$ cat src/rtl/cp0_exc_seq_pkg.sv
// Shared CP0 definitions: register numbers, field positions, sequencer states
// and the data-formatting helpers used by the exception/ERET sequencer.
package cp0_exc_seq_pkg;

  localparam logic [4:0] CP0_BADVADDR = 5'd8;
  localparam logic [4:0] CP0_STATUS   = 5'd12;
  localparam logic [4:0] CP0_CAUSE    = 5'd13;
  localparam logic [4:0] CP0_EPC      = 5'd14;

  localparam int STATUS_EXL_BIT = 1;
  localparam int CAUSE_BD_BIT   = 31;
  localparam int CAUSE_CODE_LSB = 2;

  typedef enum logic [2:0] {
    ST_IDLE     = 3'd0,
    ST_W_EPC    = 3'd1,
    ST_W_BADVA  = 3'd2,
    ST_W_CAUSE  = 3'd3,
    ST_W_STATUS = 3'd4,
    ST_E_STATUS = 3'd5,
    ST_REDIRECT = 3'd6
  } seq_state_e;

  // A delay-slot fault restarts at the branch, one word back.
  function automatic logic [31:0] epc_value(input logic [31:0] pc, input logic bd);
    return bd ? (pc - 32'd4) : pc;
  endfunction

  function automatic logic [31:0] cause_value(input logic [31:0] cause, input logic bd,
                                              input logic [4:0] code);
    logic [31:0] c;
    c = cause;
    c[CAUSE_BD_BIT] = bd;
    c[CAUSE_CODE_LSB +: 5] = code;
    return c;
  endfunction

endpackage

$ cat src/rtl/cp0_exc_seq.sv
// Exception/ERET sequencer: serializes entry and return into single CP0
// register writes, arbitrates against pipeline MTC0/MFC0, issues the redirect.
module cp0_exc_seq
  import cp0_exc_seq_pkg::*;
#(
  parameter logic [31:0] EXC_VECTOR = 32'h8000_0180,
  parameter int          EXL_BIT    = STATUS_EXL_BIT
) (
  input  logic        clk,
  input  logic        rst,
  input  logic        exc_req,
  input  logic [4:0]  exc_code,
  input  logic [31:0] exc_pc,
  input  logic        exc_bd,
  input  logic [31:0] exc_badva,
  input  logic        exc_badva_valid,
  input  logic        eret_req,
  output logic        exc_ack,
  output logic        eret_ack,
  input  logic        cpu_we,
  input  logic        cpu_re,
  input  logic [4:0]  cpu_rd,
  input  logic [2:0]  cpu_sel,
  input  logic [31:0] cpu_din,
  output logic [31:0] cpu_dout,
  output logic        cpu_rvalid,
  output logic        busy,
  output logic        cp0_we,
  output logic        cp0_re,
  output logic [4:0]  cp0_rd,
  output logic [2:0]  cp0_sel,
  output logic [31:0] cp0_din,
  input  logic [31:0] cp0_dout,
  input  logic [31:0] cp0_status,
  input  logic [31:0] cp0_cause,
  input  logic [31:0] cp0_epc,
  output logic        redirect_valid,
  output logic [31:0] redirect_pc
);

  localparam logic [31:0] EXL_MASK = 32'd1 << EXL_BIT;

  seq_state_e  state_r, state_s;
  logic        busy_r;
  logic        rvalid_r;
  logic [4:0]  code_r;
  logic [31:0] pc_r;
  logic        bd_r;
  logic [31:0] badva_r;
  logic        badva_valid_r;
  logic [31:0] target_r;
  logic        exc_take_s;
  logic        eret_take_s;
  logic        cpu_pass_s;

  assign exc_take_s  = (state_r == ST_IDLE) && exc_req;
  assign eret_take_s = (state_r == ST_IDLE) && !exc_req && eret_req;
  assign cpu_pass_s  = (state_r == ST_IDLE) && !exc_req && !eret_req;

  assign busy       = busy_r;
  assign cpu_rvalid = rvalid_r;
  assign cpu_dout   = rvalid_r ? cp0_dout : 32'd0;

  // State, busy and MFC0 return-valid registers.
  always_ff @(posedge clk or posedge rst) begin
    if (rst) begin
      state_r  <= ST_IDLE;
      busy_r   <= 1'b0;
      rvalid_r <= 1'b0;
    end else begin
      state_r  <= state_s;
      busy_r   <= (state_s != ST_IDLE);
      rvalid_r <= cpu_pass_s && cpu_re;
    end
  end

  // Request latch bank, captured only at acceptance.
  always_ff @(posedge clk or posedge rst) begin
    if (rst) begin
      code_r        <= 5'd0;
      pc_r          <= 32'd0;
      bd_r          <= 1'b0;
      badva_r       <= 32'd0;
      badva_valid_r <= 1'b0;
      target_r      <= 32'd0;
    end else if (exc_take_s) begin
      code_r        <= exc_code;
      pc_r          <= exc_pc;
      bd_r          <= exc_bd;
      badva_r       <= exc_badva;
      badva_valid_r <= exc_badva_valid;
      target_r      <= EXC_VECTOR;
    end else if (eret_take_s) begin
      target_r      <= cp0_epc;
    end
  end

  // Next-state logic; EPC is skipped for nested exceptions, BadVAddr when not supplied.
  always_comb begin
    state_s = state_r;
    case (state_r)
      ST_IDLE: begin
        if (exc_take_s) begin
          if (!cp0_status[EXL_BIT]) state_s = ST_W_EPC;
          else if (exc_badva_valid)  state_s = ST_W_BADVA;
          else                       state_s = ST_W_CAUSE;
        end else if (eret_take_s) begin
          state_s = ST_E_STATUS;
        end else begin
          state_s = ST_IDLE;
        end
      end
      ST_W_EPC:    state_s = badva_valid_r ? ST_W_BADVA : ST_W_CAUSE;
      ST_W_BADVA:  state_s = ST_W_CAUSE;
      ST_W_CAUSE:  state_s = ST_W_STATUS;
      ST_W_STATUS: state_s = ST_REDIRECT;
      ST_E_STATUS: state_s = ST_REDIRECT;
      ST_REDIRECT: state_s = ST_IDLE;
      default:     state_s = ST_IDLE;
    endcase
  end

  // Output decode: sequencer writes, acks, redirect and idle pass-through.
  always_comb begin
    exc_ack        = 1'b0;
    eret_ack       = 1'b0;
    cp0_we         = 1'b0;
    cp0_re         = 1'b0;
    cp0_rd         = 5'd0;
    cp0_sel        = 3'd0;
    cp0_din        = 32'd0;
    redirect_valid = 1'b0;
    redirect_pc    = 32'd0;
    case (state_r)
      ST_IDLE: begin
        if (rst) begin
          exc_ack = 1'b0;
        end else begin
          exc_ack  = exc_take_s;
          eret_ack = eret_take_s;
          if (cpu_pass_s) begin
            cp0_we  = cpu_we;
            cp0_re  = cpu_re;
            cp0_rd  = cpu_rd;
            cp0_sel = cpu_sel;
            cp0_din = cpu_din;
          end else begin
            cp0_we = 1'b0;
          end
        end
      end
      ST_W_EPC: begin
        cp0_we  = 1'b1;
        cp0_rd  = CP0_EPC;
        cp0_din = epc_value(pc_r, bd_r);
      end
      ST_W_BADVA: begin
        cp0_we  = 1'b1;
        cp0_rd  = CP0_BADVADDR;
        cp0_din = badva_r;
      end
      ST_W_CAUSE: begin
        cp0_we  = 1'b1;
        cp0_rd  = CP0_CAUSE;
        cp0_din = cause_value(cp0_cause, bd_r, code_r);
      end
      ST_W_STATUS: begin
        cp0_we  = 1'b1;
        cp0_rd  = CP0_STATUS;
        cp0_din = cp0_status | EXL_MASK;
      end
      ST_E_STATUS: begin
        cp0_we  = 1'b1;
        cp0_rd  = CP0_STATUS;
        cp0_din = cp0_status & ~EXL_MASK;
      end
      ST_REDIRECT: begin
        redirect_valid = 1'b1;
        redirect_pc    = target_r;
      end
      default: begin
        cp0_we = 1'b0;
      end
    endcase
  end

endmodule

$ cat config.mk
export PLATFORM = sky130hd
export DESIGN_NAME = cp0_exc_seq
export DESIGN_NICKNAME = d
export VERILOG_FILES = /design/src/rtl/cp0_exc_seq_pkg.sv /design/src/rtl/cp0_exc_seq.sv
export SDC_FILE = /design/constraint.sdc
export NUM_CORES = 1
export LEC_CHECK = 0
export CAP_MARGIN = 10
export CORE_UTILIZATION = 35
export DETAILED_ROUTE_END_ITERATION = 12
export GPL_TIMING_DRIVEN = 0
export PLACE_DENSITY = 0.76
export SLEW_MARGIN = 0
export SYNTH_ARGS = -nofsm -noshare
export SYNTH_HDL_FRONTEND = slang
export SYNTH_SLANG_ARGS = --single-unit
$ cat constraint.sdc
create_clock -name clk -period 3.75 [get_ports clk]
set_input_delay 0.5625 -clock clk [delete_from_list [all_inputs] [get_ports clk]]
set_output_delay 0.5625 -clock clk [all_outputs]
set_load 0.005 [all_outputs]
=== Word level (Yosys, flattened, before mapping) ===
Cells that the tools add are included.

* Add/sub/neg operators: 1
* Reduce and logical (&&, ||, !) cells: 12
* Equal/unequal tests: 6
* Mux-type cells: 31

{| class="wikitable"
|+ Operators with widths
! kind !! number
|-
| 32-bit two-way mux || 7
|-
| 32-bit case mux with 6 select lines || 1
|-
| 32-bit by 3-bit subtractor with 32-bit output (second input constant) || 1
|-
| 5-bit case mux with 5 select lines || 1
|-
| 3-bit two-way mux || 5
|-
| 3-bit case mux with 5 select lines || 1
|-
| 1-bit two-way mux || 12
|-
| 5-bit two-way mux || 2
|-
| 3-bit equality test (second input constant) || 3
|-
| 3-bit by 2-bit equality test with 1-bit output (second input constant) || 2
|-
| 1-bit logical AND || 5
|-
| 5-bit OR reduction || 1
|-
| 3-bit by 1-bit equality test with 1-bit output (second input constant) || 1
|-
| 3-bit zero test || 1
|-
| 3-bit nonzero test || 1
|-
| 1-bit zero test || 2
|-
| 2-bit two-way mux || 1
|-
| 1-bit case mux with 2 select lines || 1
|-
| 2-bit nonzero test || 1
|-
| 2-bit OR reduction || 1
|}

* Register bits: 108
* Input bits: 245

=== Depth between registers and ports, before layout ===
Gate-level depths: netlist (run 1).

* Depth in word-level cells: 7
* Mapped depth: 8
* Gate-level depth less buffers: 6

=== Worst setup path after synthesis (run 1) ===
OpenSTA, ideal clock, no wires.

* Path kind: in2out
* From: input rst
* To: output cp0_din[22]
* Arrival time: 3.328 ns
* Data required time: 3.188 ns
* Cell stages on the path: 4
* Path buffers: 0
* Setup slack: -0.140 ns
* Cells stage by stage: inv_1 nand4_1 a21o_1 nand3_1

* Longest elaborated chain between the ends: 2

{| class="wikitable"
|+ RTL lines
! what !! RTL line !! RTL
|-
| start: declaration || cp0_exc_seq.sv:10 || <nowiki>input logic rst,</nowiki>
|-
| 32-bit two-way mux || cp0_exc_seq.sv:136 || <nowiki>if (rst) begin</nowiki>
|-
| 32-bit case mux with 6 select lines || cp0_exc_seq.sv:134 || <nowiki>case (state_r)</nowiki>
|-
| end: declaration || cp0_exc_seq.sv:32 || <nowiki>output logic [31:0] cp0_din,</nowiki>
|}

Every way passes these cells.

=== Final worst setup path (run 1) ===
* From: register pc_r[15]
* To: output cp0_din[31]

* Longest elaborated chain between the ends: 3

{| class="wikitable"
|+ RTL lines
! what !! RTL line !! RTL
|-
| start: declaration || cp0_exc_seq.sv:47 || <nowiki>logic [31:0] pc_r;</nowiki>
|-
| start signal: assignment || cp0_exc_seq.sv:88 || <nowiki>pc_r <= exc_pc;</nowiki>
|-
| 32-bit by 3-bit subtractor with 32-bit output || cp0_exc_seq_pkg.sv:26 || <nowiki>return bd ? (pc - 32'd4) : pc;</nowiki>
|-
| 32-bit two-way mux || cp0_exc_seq_pkg.sv:26 ||
|-
| 32-bit case mux with 6 select lines || cp0_exc_seq.sv:134 ||
|}

Every way passes these cells.

==> run metrics, run 1 <==
CP required=3.19 ns; #FFs+latches synth=108; unrepaired setup endpoints after global routing=no; most numerous cell in the Yosys netlist=nand2_1; Critical Path Source Type=register; post-detail-place hpwl=~21,000 um; First-pass DRT Iterations=7; endpoints failing setup=0; Final Non-Filler Cells=1,423; Mapped Cells=821; Detailed Route WL=27,100 um; clock tree buffer depth=2; Hold Vio Cnt, Final=0; area of the multi-input gates=3680 um^2; post-synth cell types=52; Clock Skew=roughly 0.0077 ns; Seq. cell area=2700 um^2; Fillers=~1,700; I/O Buffers=349; global-route wire length before repair=between 40,000 and 50,000 um; worst-path maximum fanout=9; setup ws final=0.0534 ns; total congestion overflow=0; site row count=a little under 50; WL/cell=19.1 um; clock sinks=108; yosys warns=0; initial antenna violation count=0; 1st-iter DRT viols=553; final setup TNS=0 ns; hold_buf cts=0; number of global-route vias before repair=7,161; H-tree Lvls=3; WS Path Type=reg2out; Synth async-reset ratio=100%; largest net degree at the start of global routing=37; leakage=4.64 nW; Synth Net Count=1,070; Hold WC Path Type=reg2reg; Slew @ Worst Pin=0.808 ns; Tot GR Track Use=a little over a quarter; Post-synth top cells=284 x nand2_1, 108 x dfrtp_1, 63 x clkbuf_1, 41 x and2_1, 38 x o21ai_0; fmax=0.271 GHz; Ports=356; Die Wd=139 um; clock root cell=clkbuf_16; Peak VDD IR=roughly 0.28 mV; CORE AREA=18,200 um^2; top cells by area, synth=dfrtp_1 41%, nand2_1 16%, mux2_2 5.5%, a222oi_1 4.1%, and2_1 3.9%; Worst-path clk slew=0.08 ns; Avg Cell Area, Syn=8.04 um^2; Synth area leader=dfrtp_1; Final Max Tran Viols=0; synthesis-to-layout area growth=65.7%; initial core utilization=36.2%; Tmin final=3.70 ns; drt via density=5.25; Util after Layout=around three fifths; Antenna Cells=0; post-route antenna net violation count=0; Yosys top cell area share=40.9%; die height=139 um; Top FF cell, synth=dfrtp_1; CP arrival=3.13 ns; fin crit share=98.6%; Vias=7,477; routability-driven placement congestion ratio=between 0.8 and 0.9; Max Cap Viol=0; Worst slew margin=45.4%; DRC viols=0; Mapped Area=6600 um^2; pre-CTS setup slack=-0.662 ns; placed cells=1,402; CTS tree=built; share of cells above drive strength 1=9.13%; clk_lat worst skew=0.36 ns; status=completed; Pwr per Cell Area=roughly 620 nW/um^2; number of flops mapped to enable cells by yosys=0; sequential fraction of the synthesis area=40.9%; Hold Slack=0.472 ns; Crit. End Element=output pin; DIE AREA=19,400 um^2; Nets=1,438; total CTS buffers=9
## flip-flops by register name (all words and copies together) (netlist names)
| register | flops |
|---|---|
| pc_r | 32 |
| code_r | 5 |
| target_r | 32 |
| busy | 1 |
| state_r | 3 |
| badva_valid_r | 1 |
| badva_r | 32 |
| cpu_rvalid | 1 |
| bd_r | 1 |
## cells by family after synthesis
group	synth area share, %
fa+ha+maj	0.758
simple gates	32.3
compound gates	14.8
xor+xnor	1.06
buf+inv	4.68
flops	40.9
mux	5.46
## worst max-delay path: stages (launching register included)
cell	delay, ns
dfrtp_1	0.38
buf_6	0.13
or4_4	0.50
buf_6	0.15
or4b_1	0.52
buf_2	0.17
or4_1	0.49
o221ai_2	0.19
clkdlybuf4s15_1	0.24
## cells in the final DEF (no fill, tap or decap), types with 6 or more instances in the layout
cell | netlist | final
nor3_1 | 7 | 6
clkbuf_2 | 0 | 11
o21ai_0 | 38 | 38
or4_1 | 11 | 10
dfrtp_1 | 108 | 107
clkbuf_1 | 63 | 44
nor2_1 | 25 | 25
o311ai_0 | 6 | 6
clkbuf_16 | 0 | 9
mux2_2 | 32 | 32
and2_1 | 41 | 41
a21oi_1 | 15 | 15
a22oi_1 | 7 | 7
o211ai_1 | 17 | 17
a222oi_1 | 27 | 27
clkdlybuf4s50_1 | 0 | 343
nand2_1 | 284 | 284
nand4_1 | 6 | 6
buf_4 | 0 | 8
and3_1 | 33 | 33
nor2b_1 | 7 | 6
buf_1 | 7 | 6
## through the flow
| step | total power, mW | cell area (um^2) |
|---|---|---|
| global placement | 5.68 | 10400 |
| floorplan | 4.01 | 6600 |
| CTS | 6.78 | 10800 |
| finish | 6.83 | 10900 |
| global route | 7.31 | 10900 |
| detailed placement | 5.76 | 10500 |
## power by group
| part | internal, mW | switching, mW |
|---|---|---|
| registers | 1.67 | 0.404 |
| logic | 1.86 | 1.93 |
| clock network | 0.470 | 0.492 |
## final cells by class
| cell class | count | share of cell area [%] |
|---|---|---|
| multi-input combinational | 635 | 33.7 |
| timing repair buffer | 361 | 33.1 |
| sequential | 108 | 24.7 |
| buffer | 69 | 2.92 |
| tap | 229 | 2.62 |
| clock buffer | 9 | 2.06 |
| clock inverter | 7 | 0.629 |
| inverter | 5 | 0.206 |
## path summary, 6_finish.rpt
check                         endpoint        from  slack (ns)  cells past startpoint
max                        cp0_din[31]    pc_r[15]        0.05                      8
min                         badva_r[5]  badva_r[5]        0.47                      2
max reg2reg                badva_r[25]  state_r[2]        0.90                      6
min reg2reg                 badva_r[5]  badva_r[5]        0.47                      2
max in group asynchronous   state_r[2]         rst        2.25                      4
min in group asynchronous  target_r[2]         rst        0.76                      2
## repair_timing
| action | in CTS | in global routing |
|---|---|---|
| resized for setup | 29 | 34 |
| pin swaps | 1 | 3 |
| gates cloned | 0 | 1 |
| endpoints found under the hold margin | 0 | 0 |
| buffers inserted | 2 | 6 |
| setup endpoints to repair | 42 | 29 |
## layer usage
| metal | wire length [um] | GRT usage (%) | vias to the layer above |
|---|---|---|---|
| met5 | 0 | 0 | - |
| met4 | 793 | 9.88 | 0 |
| met3 | 1770 | 5.44 | 42 |
| met2 | 13000 | 45.9 | 291 |
| li1 | - | - | 3606 |
| met1 | 11600 | 34.4 | 3538 |
No activity file was read; power rests on OpenSTA's default activity.
==> inputs of run 2 (changes only) <==
--- a/config.mk
+++ b/config.mk
@@ -7,9 +7,11 @@
 export LEC_CHECK = 0
 export CAP_MARGIN = 10
 export CORE_UTILIZATION = 35
+export CTS_BUF_LIST = sky130_fd_sc_hd__clkbuf_2 sky130_fd_sc_hd__clkbuf_4 sky130_fd_sc_hd__clkbuf_8
 export DETAILED_ROUTE_END_ITERATION = 12
 export GPL_TIMING_DRIVEN = 0
 export PLACE_DENSITY = 0.76
+export REMOVE_ABC_BUFFERS = 1
 export SLEW_MARGIN = 0
 export SYNTH_ARGS = -nofsm -noshare
 export SYNTH_HDL_FRONTEND = slang
==> run metrics, run 2 (synthesis gave the netlist of run 1 again) <==
status=completed; First-pass DRT Iterations=6 (-1); routability-driven placement congestion ratio=0.817 (-8.1%); Hold Vio Cnt, Final=0 (unchanged); global-route wire length before repair=38,900 um (-4.1%); Hold Path Depth=2 (unchanged); fin crit share=99.6% (+1.0 points); worst-path maximum fanout=11 (+2); WS Path Type=reg2out; CORE AREA=18,200 um^2 (unchanged); Hold Slack=0.477 ns (+0.00457 ns); initial core utilization=36.2% (unchanged); clock tree buffer depth=2 (unchanged); cells on worst reg2reg path=9 (+3); clk_lat worst skew=0.38 ns (+0.02 ns); placed inst area=10,400 um^2 (-0.28%); Regs by FF count=badva_r (32), pc_r (32), target_r (32); post-detail-place hpwl=17,800 um (-15%); drt via density=5.33 (+1.5%); initial antenna violation count=1 (+1); clock root cell=clkbuf_8; DIE AREA=19,400 um^2 (unchanged); Reg-to-Reg Start=state_r[2]; Final Non-Filler Cells=1,396 (-1.9%); Worst slew margin=22.5% (-23 points); synthesis-to-layout area growth=65.8% (about the same); most frequent cells in the layout=343 x clkdlybuf4s50_1, 284 x nand2_1, 103 x dfrtp_1, 41 x and2_1, 38 x o21ai_0; Vias=7,444 (-0.44%); leakage=4.67 nW (+0.58%); commonest non-fill, non-tap cell in the layout=clkdlybuf4s50_1; fmax=0.268 GHz (-1.0%); Detailed Route WL=26,000 um (-4.3%); largest net degree at the start of global routing=93 (+150%); placed cells=1,348 (-3.9%); slowest cell delay on critical path=0.84 ns (+0.32 ns); Util after Layout=60.1% (about the same); critical path's top delay family=simple AND/OR/NAND/NOR gates; Fillers=1,678 (+0.66%); Final Max Tran Viols=0 (unchanged); design area=10,900 um^2 (about the same); site row count=49 (unchanged); CTS tree=built; CP arrival=3.17 ns (+0.04 ns); unrepaired setup endpoints after global routing=yes; die height=139 um (unchanged); Hold Path End=badva_r[25]; Tot GR Track Use=25.7% (-1.5 points); RR Endpoint=badva_r[10]; H-tree Lvls=3 (unchanged); Crit. End Element=output pin; Pwr per Cell Area=617 nW/um^2 (-1.2%); Tmin final=3.73 ns (+0.0382 ns); CP required=3.19 ns (about the same); Design Power=6.75 mW (-1.2%); clock sinks=108 (unchanged); Peak VDD IR=0.326 mV (+18%); Die Wd=139 um (unchanged); post-route antenna net violation count=0 (unchanged); worst hold start=badva_r[25]; DRC viols=0 (unchanged); total CTS buffers=9 (unchanged); Worst-path clk slew=0.11 ns (+0.03 ns); Max Cap Viol=0 (unchanged); WL/cell=18.6 um (-2.4%); Slew @ Worst Pin=1.16 ns (+0.350 ns); CP bufs+invs=1 (-3); Nets=1,411 (-1.9%); crit-path cells=ha_4 -> or4b_2 -> nor2_1 -> or4b_2 -> o211ai_1 -> dlygate4sd2_1; final setup TNS=0 ns (unchanged); Hold WC Path Type=reg2reg; share of cells above drive strength 1=11.7% (+2.6 points); I/O Buffers=349 (unchanged); pre-CTS setup slack=-0.623 ns (+0.0388 ns); R2R setup slack=1.41 ns (+0.51 ns); slowest CP cell=or4b_2; Clock Skew=0.0129 ns (+0.00523 ns); setup ws final=0.0152 ns (-0.0382 ns); Ports=356 (unchanged); total congestion overflow=0 (unchanged); 1st-iter DRT viols=527 (-4.7%); number of global-route vias before repair=7,190 (+0.40%); most used cell, CP=or4b_2; Critical Path Source Type=register; endpoints failing setup=0 (unchanged)
## run 2: worst max-delay path by stage
stage	from	to	slack, ns	cells after the start
3_3_place_gp	state_r[0]	pc_r[2]	-8.70	2
5_1_grt	state_r[1]	cp0_din[18]	-0.05	5
3_5_place_dp	exc_req	cp0_din[29]	-0.62	8
6_report	state_r[1]	cp0_din[26]	0.02	6
2_1_floorplan	state_r[0]	busy	-3.61	4
4_1_cts	pc_r[16]	cp0_din[25]	0.008	5
## run 2: cell type report
class                      instances  area [um^2]  area share [%]
antenna                            1         2.50          0.0229
clock buffer                      10          138            1.26
clock inverter                     5         45.0           0.412
inverter                           5         23.8           0.217
multi-input combinational        638         3710            34.0
sequential                       108         2720            24.8
tap                              229          287            2.62
timing repair buffer             400         4010            36.7
## run 2: tightest hold or removal path: stages, from the launching register on
cell and delay (ns):
dfrtp_1 0.35, nand2_1 0.05, nand2_1 0.05
## run 2: power by group
| part | switching, mW | total, mW | leakage [nW] | internal [mW] |
|---|---|---|---|---|
| Sequential | 0.425 | 2.11 | 1.36 | 1.68 |
| Clock | 0.451 | 0.717 | 0.0909 | 0.267 |
| Combinational | 1.92 | 3.93 | 3.23 | 2.01 |
## run 2: timing repair
action,CTS,global route
buffers inserted,20,9
pin swaps,5,5
hold buffers,0,0
gates cloned,0,3
endpoints found under the setup margin,43,17
gates resized for setup,18,4
## run 2: layer usage
metal,part of all wire [%],vias up,GRT usage (%)
li1,-,3548,-
met3,7.0,51,5.30
met2,49,324,45.0
met5,0,-,0
met4,3.1,0,9.30
met1,41,3521,31.1
==> inputs of run 3 (changes only) <==
--- a/config.mk
+++ b/config.mk
@@ -6,8 +6,10 @@
 export NUM_CORES = 1
 export LEC_CHECK = 0
 export CAP_MARGIN = 10
+export CORE_MARGIN = 2
 export CORE_UTILIZATION = 35
 export CTS_BUF_LIST = sky130_fd_sc_hd__clkbuf_2 sky130_fd_sc_hd__clkbuf_4 sky130_fd_sc_hd__clkbuf_8
+export CTS_CLUSTER_SIZE = 10
 export DETAILED_ROUTE_END_ITERATION = 12
 export GPL_TIMING_DRIVEN = 0
 export PLACE_DENSITY = 0.76
==> run metrics, run 3 (synthesis gave the netlist of run 1 again) <==
status=completed; CORE AREA=18,600 um^2 (+2.0%); met1 wire length=10,800 um (+1.7%); crit path launch=state_r[1]; I/O Buffers=349 (unchanged); leakage=4.68 nW (+0.20%); fmax=0.269 GHz (+0.56%); Fillers=1,669 (-0.54%); number of global-route vias before repair=7,093 (-1.3%); Net Sw Power=2.77 mW (-0.80%); DIE AREA=20,000 um^2 (+2.9%); Ports=356 (unchanged); Antenna Cells=0 (-1); metal3 WL=1750 um (-3.3%); Pwr per Cell Area=613 nW/um^2 (-0.74%); Die Wd=141 um (+1.4%); initial antenna violation count=1 (unchanged); initial core utilization=35.5% (-0.72 points); CTS tree=built; commonest non-fill, non-tap cell in the layout=clkdlybuf4s50_1; Final Max Tran Viols=0 (unchanged); Detailed Route WL=26,100 um (+0.55%); slowest CP cell=or4b_2; Tot GR Track Use=25.2% (-0.50 points); WL/cell=18.7 um (+0.48%); H-tree Lvls=3 (unchanged); CP arrival=3.15 ns (-0.02 ns); Clock Skew=0.0162 ns (+0.00329 ns); Top Layer Used=met5; Hold Vio Cnt, Final=0 (unchanged); WL met2=13,000 um (+1.7%); post-detail-place hpwl=18,300 um (+2.9%); clock tree buffer depth=2 (unchanged); Crit. End Element=output pin; worst-path maximum fanout=10 (-1); Worst-path clk slew=0.10 ns (about the same); WS Path Type=reg2out; Nets=1,407 (-0.28%); First-pass DRT Iterations=5 (-1); worst hold start=badva_r[31]; Vias=7,405 (-0.52%); Critical Path Source Type=register; Regs by FF count=badva_r (32), pc_r (32), target_r (32); Hold WC Path Type=reg2reg; total congestion overflow=0 (unchanged); clk_lat worst skew=0.41 ns (+0.03 ns); slowest cell delay on critical path=0.83 ns (about the same); unrepaired setup endpoints after global routing=yes; cell internal pwr=3.92 mW (-0.97%); site row count=50 (+2.0%); DRC viols=0 (unchanged); Peak VDD IR=0.319 mV (-2.3%); routability-driven placement congestion ratio=0.809 (-0.97%); post-route antenna net violation count=0 (unchanged); global-route wire length before repair=39,300 um (+1.1%); 1st-iter DRT viols=490 (-7.0%); die height=141 um (+1.4%); Net Sw Frac=41.4% (about the same); fin crit share=99.0% (-0.55 points); share of cells above drive strength 1=11.4% (-0.31 points); total CTS buffers=9 (unchanged); Combinational Power Share=56.9% (-1.3 points); endpoints failing setup=0 (unchanged); largest net degree at the start of global routing=62 (-33%); CP required=3.19 ns (about the same); Design Power=6.69 mW (-0.90%); clock sinks=108 (unchanged); drt via density=5.30 (-0.60%); most frequent cells in the layout=339 x clkdlybuf4s50_1, 284 x nand2_1, 104 x dfrtp_1, 41 x and2_1, 38 x o21ai_0; Reg-to-Reg Start=state_r[2]; Clk pwr share=11.1% (+0.5 points); crit-path cells=ha_4 -> or4b_2 -> nor2_1 -> or4b_2 -> o211ai_1 -> dlygate4sd2_1; most used cell, CP=or4b_2; synthesis-to-layout area growth=65.5%; Max Cap Viol=0 (unchanged); Slew @ Worst Pin=0.986 ns (-0.172 ns); Hold Slack=0.477 ns (+0.000717 ns); Worst slew margin=34.1% (+12 points); clock root cell=clkbuf_8; Tmin final=3.71 ns (-0.0206 ns); sequential power share=32.0% (+0.8 points)
## run 3: changes by cell type in the layout (fill, tap and decap cells not counted), sizes merged
cell / delta
clkdlybuf4s50: -4
dlygate4sd2: +4
buf: -2
nor2b: -2
clkbuf: +1
diode: -1
## run 3: final timing paths
check / to / slack (ns) / cells past startpoint
worst max-delay path: cp0_din[26] / 0.04 / 6
worst min-delay path: badva_r[31] / 0.48 / 2
worst max register to register: pc_r[10] / 0.98 / 12
worst min register to register: badva_r[31] / 0.48 / 2
max in group asynchronous: pc_r[4] / 2.36 / 3
min in group asynchronous: pc_r[23] / 0.70 / 2
## run 3: power by group through the flow
stage / registers (mW) / logic (mW) / clock network, mW
global placement: 2.26 / 3.35 / 0
global route: 2.22 / 4.14 / 0.804
floorplan: 2.07 / 1.85 / 0
CTS: 2.12 / 3.77 / 0.753
finish: 2.14 / 3.81 / 0.742
detailed placement: 2.21 / 3.53 / 0
## run 3: what timing repair did
item	CTS	global route
setup buffers	22	5
hold buffers	0	0
endpoints found under the hold margin	0	0
pin swaps	6	2
endpoints found under the setup margin	43	6
cloned	0	1
resized for setup	22	2
## run 3: critical path: cells and delay by family, from the launching register on
kind,cells,cell delay (ns)
and+or+nand+nor,3,1.59
DFF,1,0.54
buffers and inverters,1,0.29
adders and majority gates,1,0.22
AOI/OAI and AO/OA,1,0.11
## run 3: stage by stage
stage / setup WS, ns / TNS (ns) / instance area [um^2] / cells / util (%)
floorplan: -3.61 / -283.38 / 6310 / 748 / -
global placement: -8.72 / -1058.01 / 10100 / 1331 / 54.3
detailed placement: -0.617 / -12.10 / 10400 / 1353 / 56.1
CTS: 0.0121 / 0 / 10900 / 1391 / 58.5
global route: -0.00586 / -0.00586 / 10900 / 1397 / 58.8
finish: 0.0358 / 0 / 10900 / 1397 / 58.8
## run 3: metal layers
layer / vias to the layer above / GRT usage (%)
li1: 3550 / -
met1: 3515 / 31.4
met2: 297 / 43.7
met3: 41 / 5.33
met4: 2 / 8.21
met5: - / 0
## run 3: layout make-up
class	count	area [um^2]	share of cell area, %
Timing Repair Buffer	398	3990	36.6
Multi-Input combinational cell	636	3710	33.9
Sequential cell	108	2710	24.8
Tap cell	234	293	2.68
Clock buffer	11	151	1.39
Clock inverter	5	42.5	0.389
Inverter	5	23.8	0.218
==> variant 1, RTL diff (settings of run 2) <==
Register the output `redirect_pc`; this adds one clock of latency there. The other outputs are not delayed to match.
--- a/src/rtl/cp0_exc_seq.sv
+++ b/src/rtl/cp0_exc_seq.sv
@@ -39,6 +39,8 @@
 );
 
   localparam logic [31:0] EXL_MASK = 32'd1 << EXL_BIT;
+
+  logic [31:0] redirect_pc_d;
 
   seq_state_e  state_r, state_s;
   logic        busy_r;
@@ -130,7 +132,7 @@
     cp0_sel        = 3'd0;
     cp0_din        = 32'd0;
     redirect_valid = 1'b0;
-    redirect_pc    = 32'd0;
+    redirect_pc_d  = 32'd0;
     case (state_r)
       ST_IDLE: begin
         if (rst) begin
@@ -176,7 +178,7 @@
       end
       ST_REDIRECT: begin
         redirect_valid = 1'b1;
-        redirect_pc    = target_r;
+        redirect_pc_d  = target_r;
       end
       default: begin
         cp0_we = 1'b0;
@@ -184,5 +186,9 @@
     endcase
   end
 
+  always_ff @(posedge clk) begin
+    redirect_pc <= redirect_pc_d;
+  end
+
 endmodule
 
Formal check against the unedited RTL: not equivalent (a bounded check fails within 4 cycles, from zero or initial values and one cycle with rst high).
==> variant 1 against run 2 <==
Area after synthesis is 7.1% higher. Worst setup slack better by 0.099 ns. Sequential cell count is 32 higher. Routed wire length is 2.7% higher. Largest cell class unchanged. Highest routed layer unchanged. Cell area is 4.0% higher. Count of clock-buffer cells in the layout is 9 higher. Critical path type unchanged. Total power is 9.4% higher.
==> variant 1: results (changes against run 2) <==
- Fillers: 1783 (+6.3%)
- Clk tree area frac: 3.605% (+1.9 points)
- Post-synthesis compound-gate area fraction: 10.76% (-4.0 points)
- Buffers excl. clock: 362 (-9.5%)
- Final weighted congestion in routability-driven placement: 0.8050 (-1.4%)
- Largest stage delay on the critical path: 0.55 ns (-0.29 ns)
- Post-synthesis cell type count: 51 (-1.9%)
- Total CTS buffers: 17 (+8)
- Mux share of post-synthesis cell area: 5.205% (-0.25 points)
- Ranking of synthesized cells by area: dfrtp_1 (38%), nand2_1 (15%), dfxtp_1 (9.1%)
- Cell Area, Placed: 10800 sq um (+3.7%)
- Max rail drop VDD: 0.3072 mV (-5.8%)
- Sw Share: 39.18% (-2.2 points)
- Buffer share of cell area: 32.82% (-3.9 points)
- Async set-reset flop share out of synthesis: 77.14% (-23 points)
- GR Util met2: 43.25% (-1.7 points)
- Outcome: complete, no violations
- #MultiIn Comb: 611 (-4.2%)
- Detail-routed via count per cell: 5.078 (-4.8%)
- First drt pass iteration count: 5 (-1)
- Routed WL: 26.68 mm (+2.7%)
- Crit path launch: state_r[0]$_DFF_PP0_
- Critical path arrival: 3.07 ns (-0.10 ns)
- Synth Area in XOR/XNOR: 3.470% (+2.4 points)
- Clock transition at path regs: 0.08 ns (-0.03 ns)
- CTS sink count: 140 (+30%)
- Inverters, non-clock: 6 (+1)
- HPWL Detailed: 18.49 mm (+3.7%)
- Total Power: 7.384 mW (+9.4%)
- Final Skew: 0.01413 ns (+0.001226 ns)
- Area taken by multi-input logic gates: 3518 sq um (-5.3%)
- CP Max Fanout: 27 (+16)
- Post-Synth Adder-Cell Area: 0.7082% (-0.050 points)
- Routed WL per cell: 18.80 um (+1.1%)
- # clk buffers: 19 (+9)
- Post-synth top cells: nand2_1 (285), dfrtp_1 (108), clkbuf_1 (44)
- Global-route wire length before repair: 39.05 mm (+0.45%)
- Routed length on met3: 2.005 mm (+11%)
- Worst Max-Slew Pin Slew: 0.9127 ns (-0.2453 ns)
- # diodes: 3 (+2)
- Initial antenna violation count: 3 (+2)
- Kind of cell adding the most delay to the critical path: buffers and inverters
- Total track usage: 25.42% (-0.28 points)
- H-tree depth: 4 (+1)
- WL met1: 10.35 mm (-2.1%)
- Post-Place Cells: 1375 (+2.0%)
- Setup slack after placement: -0.4769 ns (+0.1464 ns)
- Vias in the first global route: 6965 (-3.1%)
- Share of post-route cells with drive strength above 1: 8.775% (-3.0 points)
- Grt met1 use: 30.33% (-0.77 points)
- Clock latency on the worst-skew pair: 0.46 ns (+0.08 ns)
- Met3 Resource Use GR: 5.000% (-0.30 points)
- Avg Cell Area, Syn: 8.639 sq um (+7.5%)
[variant 1: changes by cell type in the layout (fill, tap and decap cells not counted), moves of 11 or more]
cell and delta:
dfxtp_1 +32, buf_4 -29, o211ai_1 -17, o22ai_1 +17, dlymetal6s2s_1 +11, xor2_1 +11
[variant 1: path summary, 6_finish.rpt]
kind                       cells after the start  slack [ns]                   end
setup reg to reg                               5        1.41        busy$_DFF_PP0_
hold reg to reg                                2        0.48   pc_r[0]$_DFFE_PP0P_
min in group asynchronous                      2        0.63  cpu_rvalid$_DFF_PP0_
setup / recovery                               8        0.11           cp0_din[25]
max in group asynchronous                      3        2.43  pc_r[10]$_DFFE_PP0P_
hold / removal                                 2        0.48   pc_r[0]$_DFFE_PP0P_
[variant 1: what timing repair did]
action,in CTS,in global routing
pin swaps,3,5
setup buffers,6,1
setup endpoints to repair,43,27
cloned,2,0
resized for setup,10,12
hold endpoints to repair,0,0
==> variant 2, RTL diff (settings of run 2) <==
Made on the original files. `CAUSE_CODE_LSB`: 2 -> 1.
--- a/src/rtl/cp0_exc_seq_pkg.sv
+++ b/src/rtl/cp0_exc_seq_pkg.sv
@@ -9,7 +9,7 @@
 
   localparam int STATUS_EXL_BIT = 1;
   localparam int CAUSE_BD_BIT   = 31;
-  localparam int CAUSE_CODE_LSB = 2;
+  localparam int CAUSE_CODE_LSB = 1;
 
   typedef enum logic [2:0] {
     ST_IDLE     = 3'd0,
Function: changed (Yosys sat finds a counterexample within 4 cycles, from zero or initial values and one cycle with rst high).
==> variant 2 against run 2 <==
Largest power group unchanged. Total power decreased by 3.0%. Worst setup slack improved by 0.098 ns. Area after synthesis decreased by 3.2%. Highest routed layer unchanged. Routed wire length decreased by 3.6%. Critical endpoint is now cp0_din[21]. Cell area decreased by 3.7%. Synthesized cell count decreased by 3.5%. Critical path type unchanged. Sequential cell count unchanged.
==> variant 2: results (changes against run 2) <==
- Final weighted congestion in routability-driven placement: 0.8212 (+0.54%)
- Seq/Total Area, Yosys: 42.29% (+1.3 points)
- Post-Synth Adder-Cell Area: 0.7832% (+0.025 points)
- Share of post-route cells with drive strength above 1: 8.050% (-3.7 points)
- Final Skew: 0.01818 ns (+0.005278 ns)
- Ranking of synthesized cells by area: dfrtp_1 (42%), nand2_1 (17%), mux2_2 (5.6%)
- Grt met1 use: 32.52% (+1.4 points)
- Post-synthesis compound-gate area fraction: 12.06% (-2.7 points)
- Hold Crit Start: badva_valid_r$_DFFE_PP0P_
- Detail-routed via count per cell: 5.185 (-2.8%)
- Hold Crit Endpoint: badva_valid_r$_DFFE_PP0P_
- # diodes: 0 (-1)
- Met3 Resource Use GR: 4.074% (-1.2 points)
- First drt pass iteration count: 6 (unchanged)
- Critical path arrival: 3.07 ns (-0.10 ns)
- H-tree depth: 3 (unchanged)
- Cell count of the worst reg-to-reg path: 6 (-3)
- WHS: 0.4813 ns (+0.004572 ns)
- Fillers: 1619 (-3.5%)
- Fraction of area in registers: 25.74% (+0.91 points)
- RR Endpoint: pc_r[9]$_DFFE_PP0P_
- Vias in the first global route: 6641 (-7.6%)
- Buffer share of cell area: 35.96% (-0.73 points)
- GR Util met2: 43.57% (-1.4 points)
- DRT iter0 DRCs: 554 (+5.1%)
- Synth Area in XOR/XNOR: 3.701% (+2.6 points)
- End point of the critical path: cp0_din[21]
- WL met1: 10.01 mm (-5.4%)
- Total track usage: 25.87% (+0.18 points)
- Clock latency on the worst-skew pair: 0.40 ns (+0.02 ns)
- Global-route wire length before repair: 36.47 mm (-6.2%)
- Initial antenna violation count: 0 (-1)
- Nets: 1362 (-3.5%)
- Met2 Routed Length: 12.48 mm (-2.3%)
- Post-synth top cells: nand2_1 (287), dfrtp_1 (108), clkbuf_1 (54)
- Fin crit period: 3.637 ns (-0.09765 ns)
- Crit path launch: pc_r[6]$_DFFE_PP0P_
- #MultiIn Comb: 617 (-3.3%)
- Largest net degree at the start of global routing: 86 (-7.5%)
- Max rail drop VDD: 0.3518 mV (+7.9%)
- Routed WL: 25.04 mm (-3.6%)
- Lkg Pwr: 4.527 nW (-3.1%)
- Reg2reg setup slack: 1.15 ns (-0.26 ns)
- Routed length on met3: 1.761 mm (-2.7%)
- Async set-reset flop share out of synthesis: 100.0% (unchanged)
- Post-synthesis cell type count: 45 (-13%)
- Clk tree area frac: 2.090% (+0.42 points)
- Outcome: complete, no violations
- Buffers excl. clock: 372 (-7.0%)
- Relative slew margins: 35.24% (+13 points)
- CTS-repair resized insts: 9 (-9)
- Postcts setup bufs: 0 (-100%)
- Mux share of post-synthesis cell area: 5.796% (+0.34 points)
- Setup slack after placement: -0.2334 ns (+0.3899 ns)
- HPWL Detailed: 17.87 mm (+0.22%)
- Area taken by multi-input logic gates: 3505 sq um (-5.7%)
## variant 2: changes by cell type after synthesis, moves of 6 or more
cell      delta
xor2_1      +12
o311ai_0     -6
or4b_2       -6
o211ai_1    -16
clkbuf_1     -9
or4_1       -10
o22ai_1     +15
xnor2_1      +7
## variant 2: worst max-delay path, cell delays in order, from the launching register on
cell and delay [ns]:
dfrtp_1 0.49, nor3_1 0.42, nand4_1 0.33, buf_4 0.25, nor4_1 0.37, xnor2_1 0.15, o22ai_1 0.16, clkdlybuf4s50_1 0.53
## variant 2: stage by stage
step | cells | utilization, % | cell area, sq um
global route | 1347 | 58.85 | 10540
CTS | 1343 | 58.65 | 10500
global placement | 1306 | 55.44 | 9925
floorplan | 728 | - | 6145
finish | 1347 | 58.85 | 10540
detailed placement | 1325 | 57.12 | 10230
## variant 2: where the power goes
part           internal [mW]  total (mW)  switching, mW
clock                  0.384       0.815          0.431
combinational           1.84        3.53           1.69
sequential              1.68        2.21          0.523
total                   3.91        6.55           2.64
